### src/rtl/serial_word_pkg.sv
// Shared types and constants for the serial word collector.
// Optional even-parity support is selected by the SERIAL_WORD_PARITY_EN macro.
package serial_word_pkg;

  typedef enum logic [1:0] {
    IDLE = 2'd0,
    DATA = 2'd1,
    PAR  = 2'd2,
    STOP = 2'd3
  } state_t;

  localparam logic START_BIT = 1'b1;
  localparam logic STOP_BIT  = 1'b0;

  // Even parity holds when the XOR over data bits and parity bit is zero.
  function automatic logic parity_ok(input logic data_xor, input logic par_bit);
    return ((data_xor ^ par_bit) == 1'b0);
  endfunction

endpackage

### src/rtl/bit_shift_reg.sv
// LSB-first deserialising shift register with clear and a running XOR parity.
// The running parity exists only when SERIAL_WORD_PARITY_EN is defined.
module bit_shift_reg #(
  parameter int WIDTH = 8
) (
  input  logic             clk,
  input  logic             reset,
  input  logic             i_clr,
  input  logic             i_shift,
  input  logic             i_bit,
  output logic [WIDTH-1:0] o_data,
  output logic             o_parity
);

  logic [WIDTH-1:0] r_data;

  // Bits enter at the MSB so the first bit received ends up in bit 0.
  always_ff @(posedge clk) begin
    if (reset) begin
      r_data <= '0;
    end else if (i_clr) begin
      r_data <= '0;
    end else if (i_shift) begin
      r_data <= {i_bit, r_data[WIDTH-1:1]};
    end else begin
      r_data <= r_data;
    end
  end

  assign o_data = r_data;

`ifdef SERIAL_WORD_PARITY_EN
  logic r_parity;

  // Running XOR of every data bit shifted in since the last clear.
  always_ff @(posedge clk) begin
    if (reset) begin
      r_parity <= 1'b0;
    end else if (i_clr) begin
      r_parity <= 1'b0;
    end else if (i_shift) begin
      r_parity <= r_parity ^ i_bit;
    end else begin
      r_parity <= r_parity;
    end
  end

  assign o_parity = r_parity;
`else
  assign o_parity = 1'b0;
`endif

endmodule

### src/rtl/serial_word_collector.sv
// Collects framed LSB-first serial words from a qualified bit stream into a valid/ready output.
// Define SERIAL_WORD_PARITY_EN to expect an even-parity bit between the data and the stop bit.
module serial_word_collector
  import serial_word_pkg::*;
#(
  parameter int WIDTH = 8
) (
  input  logic             clk,
  input  logic             reset,
  input  logic             in_1,
  input  logic             bit_vld,
  output logic [WIDTH-1:0] out_data,
  output logic             out_valid,
  input  logic             out_ready,
  output logic             frame_err,
  output logic             overrun
);

  localparam int CNT_W = $clog2(WIDTH + 1);
  localparam logic [CNT_W-1:0] LAST_IDX = CNT_W'(WIDTH - 1);

  state_t           r_state;
  logic [CNT_W-1:0] r_cnt;
  logic [WIDTH-1:0] r_data;
  logic             r_valid;
  logic             r_frame_err;
  logic             r_overrun;

  logic             w_clr;
  logic             w_shift;
  logic             w_frame_ok;
  logic [WIDTH-1:0] w_sr_data;
  logic             w_sr_par;

  // Shift-register controls decoded from the current state and bit qualifier.
  always_comb begin
    w_clr   = 1'b0;
    w_shift = 1'b0;
    if (bit_vld) begin
      case (r_state)
        IDLE:    w_clr   = (in_1 == START_BIT);
        DATA:    w_shift = 1'b1;
        default: begin
          w_clr   = 1'b0;
          w_shift = 1'b0;
        end
      endcase
    end else begin
      w_clr   = 1'b0;
      w_shift = 1'b0;
    end
  end

  bit_shift_reg #(
    .WIDTH(WIDTH)
  ) u_shift (
    .clk     (clk),
    .reset   (reset),
    .i_clr   (w_clr),
    .i_shift (w_shift),
    .i_bit   (in_1),
    .o_data  (w_sr_data),
    .o_parity(w_sr_par)
  );

`ifdef SERIAL_WORD_PARITY_EN
  logic r_par_bit;
  assign w_frame_ok = (in_1 == STOP_BIT) && parity_ok(w_sr_par, r_par_bit);
`else
  // Without parity the shift register reports a constant 0, so this reduces to the stop check.
  assign w_frame_ok = (in_1 == STOP_BIT) && parity_ok(w_sr_par, 1'b0);
`endif

  // Frame FSM plus output word register, handshake and error pulses.
  always_ff @(posedge clk) begin
    if (reset) begin
      r_state     <= IDLE;
      r_cnt       <= '0;
      r_data      <= '0;
      r_valid     <= 1'b0;
      r_frame_err <= 1'b0;
      r_overrun   <= 1'b0;
`ifdef SERIAL_WORD_PARITY_EN
      r_par_bit   <= 1'b0;
`endif
    end else begin
      r_frame_err <= 1'b0;
      r_overrun   <= 1'b0;
      if (r_valid && out_ready) begin
        r_valid <= 1'b0;
      end
      if (bit_vld) begin
        case (r_state)
          IDLE: begin
            if (in_1 == START_BIT) begin
              r_state <= DATA;
              r_cnt   <= '0;
            end
          end
          DATA: begin
            if (r_cnt == LAST_IDX) begin
              r_cnt <= '0;
`ifdef SERIAL_WORD_PARITY_EN
              r_state <= PAR;
`else
              r_state <= STOP;
`endif
            end else begin
              r_cnt <= r_cnt + CNT_W'(1);
            end
          end
          PAR: begin
`ifdef SERIAL_WORD_PARITY_EN
            r_par_bit <= in_1;
            r_state   <= STOP;
`else
            r_state   <= IDLE;
`endif
          end
          STOP: begin
            r_state <= IDLE;
            if (w_frame_ok) begin
              // A held, unaccepted word wins; the new one is dropped and flagged.
              if (!r_valid || out_ready) begin
                r_data  <= w_sr_data;
                r_valid <= 1'b1;
              end else begin
                r_overrun <= 1'b1;
              end
            end else begin
              r_frame_err <= 1'b1;
            end
          end
          default: r_state <= IDLE;
        endcase
      end
    end
  end

  assign out_data  = r_data;
  assign out_valid = r_valid;
  assign frame_err = r_frame_err;
  assign overrun   = r_overrun;

endmodule

### config.mk
export PLATFORM = sky130hd
export DESIGN_NAME = serial_word_collector
export DESIGN_NICKNAME = d
export VERILOG_FILES = /design/src/rtl/serial_word_pkg.sv /design/src/rtl/bit_shift_reg.sv /design/src/rtl/serial_word_collector.sv
export SDC_FILE = /design/constraint.sdc
export NUM_CORES = 1
export LEC_CHECK = 0
export BUFFER_PORTS_ARGS = -buffer_cell sky130_fd_sc_hd__clkbuf_2
export CAP_MARGIN = 20
export CELL_PAD_IN_SITES_DETAIL_PLACEMENT = 1
export CELL_PAD_IN_SITES_GLOBAL_PLACEMENT = 1
export CORE_ASPECT_RATIO = 1.75
export CORE_MARGIN = 1
export CORE_UTILIZATION = 41
export DETAILED_ROUTE_END_ITERATION = 10
export PLACE_DENSITY_LB_ADDON = 0.1
export SLEW_MARGIN = 15
export SYNTH_ARGS = -nofsm -noshare
export SYNTH_HDL_FRONTEND = slang
export SYNTH_SLANG_ARGS = --single-unit
export TNS_END_PERCENT = 5
### constraint.sdc
create_clock -name clk -period 1.5 [get_ports clk]
set_input_delay 0.225 -clock clk [delete_from_list [all_inputs] [get_ports clk]]
set_output_delay 0.225 -clock clk [all_outputs]
set_load 0.01 [all_outputs]
==> flow_summary.ini <==
[logic_synthesis]
ys.flop_type = dfxtp_1
synth_cell_types = 28
ys_warn_count = 0
syn_nets = 118
synthSimpleGateAreaFrac = 0.199
synth_fa_ha_area_frac = 0.0121
synth-seq-cells = 25
async_flop_share = 0
synth_top_family_by_area = simple AND/OR/NAND/NOR gates
syn_area_um2 = 1030
yosys.area_share.xor_xnor = 0
synth-edff-count = 0
synthMuxAreaShare = 0.0775
synth_compound_area_frac = 0.167
synth_area_leaders = dfxtp_1 (48%), mux2i_1 (7.7%), a21oi_1 (6.3%)
synth_seq_area_share = 0.484
synth_top_area_share = 0.484
avgSynthCellArea_um2 = 9.23
yosysMostFrequentCell = dfxtp_1
syn-instance-count = 112
synth_common_cells = dfxtp_1 (25), a21oi_1 (13), o21ai_0 (13)
yosysTopAreaCell = dfxtp_1

[worst_setup_path]
worstSetupPathType = flop to flop
required_ns = 1.70
cp-start-kind = flop
path_max_fanout = 5
crit_arrival_ns = 1.55
end_kind = flop

[timing]
max_freq_mhz = 738
setup_viol = 0
slew_violations = 0
slew_headroom = 0.711
timing.final.crit_period_ns = 1.36
hold_viol_final = 0
fin_skew_ns = 0.00473
fin_crit_sh = 0.903
rsz0062_at_grt = no
worst_pin_slew_ns = 0.432
tns_ns = 0

[clock_tree]
ctsHoldBuffers = 0
insertion_delay_ns = 0.26
postCtsSetupBuffers = 0
cts_root_buf = clkbuf_8
htreeDepth = 1
clkTransAtPathRegs_ns = 0.08
cts_tree = built
clkSinkCount = 25
clock_path_buffers = 2
cts-resized-gates = 0
cts_buffers = 3

[placed_design]
gp_congestion = 0.756
placed_area_um2 = 1100
portBuffers = 15
dp_hpwl_um = 1740

[floorplan]
dieArea_um2 = 2730
io_pins = 16
die_x_um = 40.0
fp.coreArea_um2 = 2330
num_rows = 23
die_y_um = 68.4
start_util = 0.443

[global_route]
grt_pass1_wl_um = 3570
grt_usage = 0.189
grt_pass1_vias = 836
antenna_found_initial = 0
grt_max_degree = 19
grt.overflow.total = 0

[final_layout]
num-fill-cells = 290
fin_nets = 132
n_antenna_cell = 0
syn2layout_area_growth_pct = 11.1
design_area_um2 = 1150
layout-drive-gt1-share = 0.176

[flow_run]
max_cap_viol_count = 0

[drt]
avgRoutedWirePerCell_um = 14.5
dr.first_iter.drc_count = 15
totalWireLength_um = 2170
route.detailed.drc = 0
dr_total_vias = 846
vias_per_cell = 5.64
ant_nets = 0
drt_first_pass_iters = 4

[power_and_ir_drop]
peakVddDrop_mv = 0.525
cellPowerDensity_nw_per_um2 = 974
p_leak_nw = 0.475

[worst_hold_path]
min_path_type = input pin to flop

[outcome]
status = finished clean
-- worst paths after layout --
| path | slack [ns] | startpoint | depth (start not counted) | end |
|---|---|---|---|---|
| hold / removal | 0.27 | in_1 | 3 | frame_err |
| setup reg to reg | 0.14 | r_cnt[0] | 3 | r_cnt[3] |
| hold reg to reg | 0.48 | out_data[6] | 2 | out_data[6] |
| setup / recovery | 0.14 | r_cnt[0] | 3 | r_cnt[3] |
-- stage by stage --
stage                     setup slack (ns)  power, W   util  hold WS [ns]  std cells
after floorplan                      0.253  0.000728      -         0.369        112
after global placement               0.200  0.000743  0.473         0.456        146
after detailed placement             0.165  0.000744  0.473         0.471        146
after CTS                            0.153   0.00114  0.493         0.271        150
after global routing                0.0478   0.00117  0.493         0.308        150
final                                0.145   0.00112  0.493         0.273        150
-- logic make-up (layout without fill, tap and decap cells) --
logic type | after synthesis | after routing
compound gates | 31 | 31
fa+ha+maj | 1 | 1
buf+inv | 11 | 24
flops | 25 | 25
mux | 8 | 8
simple gates | 36 | 36
-- power breakdown --
part	leakage [nW]	internal (W)	switching (W)	total, W
clock	0.0228	0.000190	0.000202	0.000392
sequential	0.202	0.000667	0.00000478	0.000672
combinational	0.251	0.0000209	0.0000346	0.0000554
total	0.475	0.000878	0.000241	0.00112
-- cell type report --
class,count,area [um2],area share
clock buffers,4,45.0,0.0392
inverters,3,11.3,0.00980
multi-input cells,76,470,0.410
flip-flops and latches,25,500,0.436
well taps,25,31.3,0.0272
repair buffers,17,90.1,0.0784
-- registers in the layout, indices dropped and copies added (netlist names) --
register	count
overrun	1
r_cnt	4
out_data	8
frame_err	1
r_state	2
u_shift.o_data	8
out_valid	1
-- critical path, cell delays in order, from the launching register on --
cell and delay [ns]:
dfxtp_1 0.35, ha_1 0.26, or4_1 0.54, a31oi_1 0.14
-- per-layer routing --
layer	wire length, um	vias up	global-route usage	part of all wire
met3	45	4	0.0292	0.021
met1	787	401	0.179	0.36
met4	35	0	0.0776	0.016
met5	0	-	0	0
met2	1300	17	0.365	0.60
li1	-	424	-	-
-- placed cells by master (no fill, tap or decap) --
cell type and count:
dfxtp_1 25, clkbuf_2 15, o21ai_0 13, a21oi_1 13, nor2_1 12, nand3_1 9
mux2i_1 8, nand2b_1 3, inv_1 3, nand4_1 3, clkbuf_8 3, nor2b_1 2
buf_4 2, a31o_2 1, nand3b_4 1, nor4bb_1 1, a311o_1 1, o32a_1 1
nand2_1 1, or4_1 1, a31oi_1 1, and4b_1 1, nand4b_1 1, nor3_1 1
a211oi_1 1, ha_1 1, clkbuf_1 1
No activity file was read; power rests on OpenSTA's default activity.
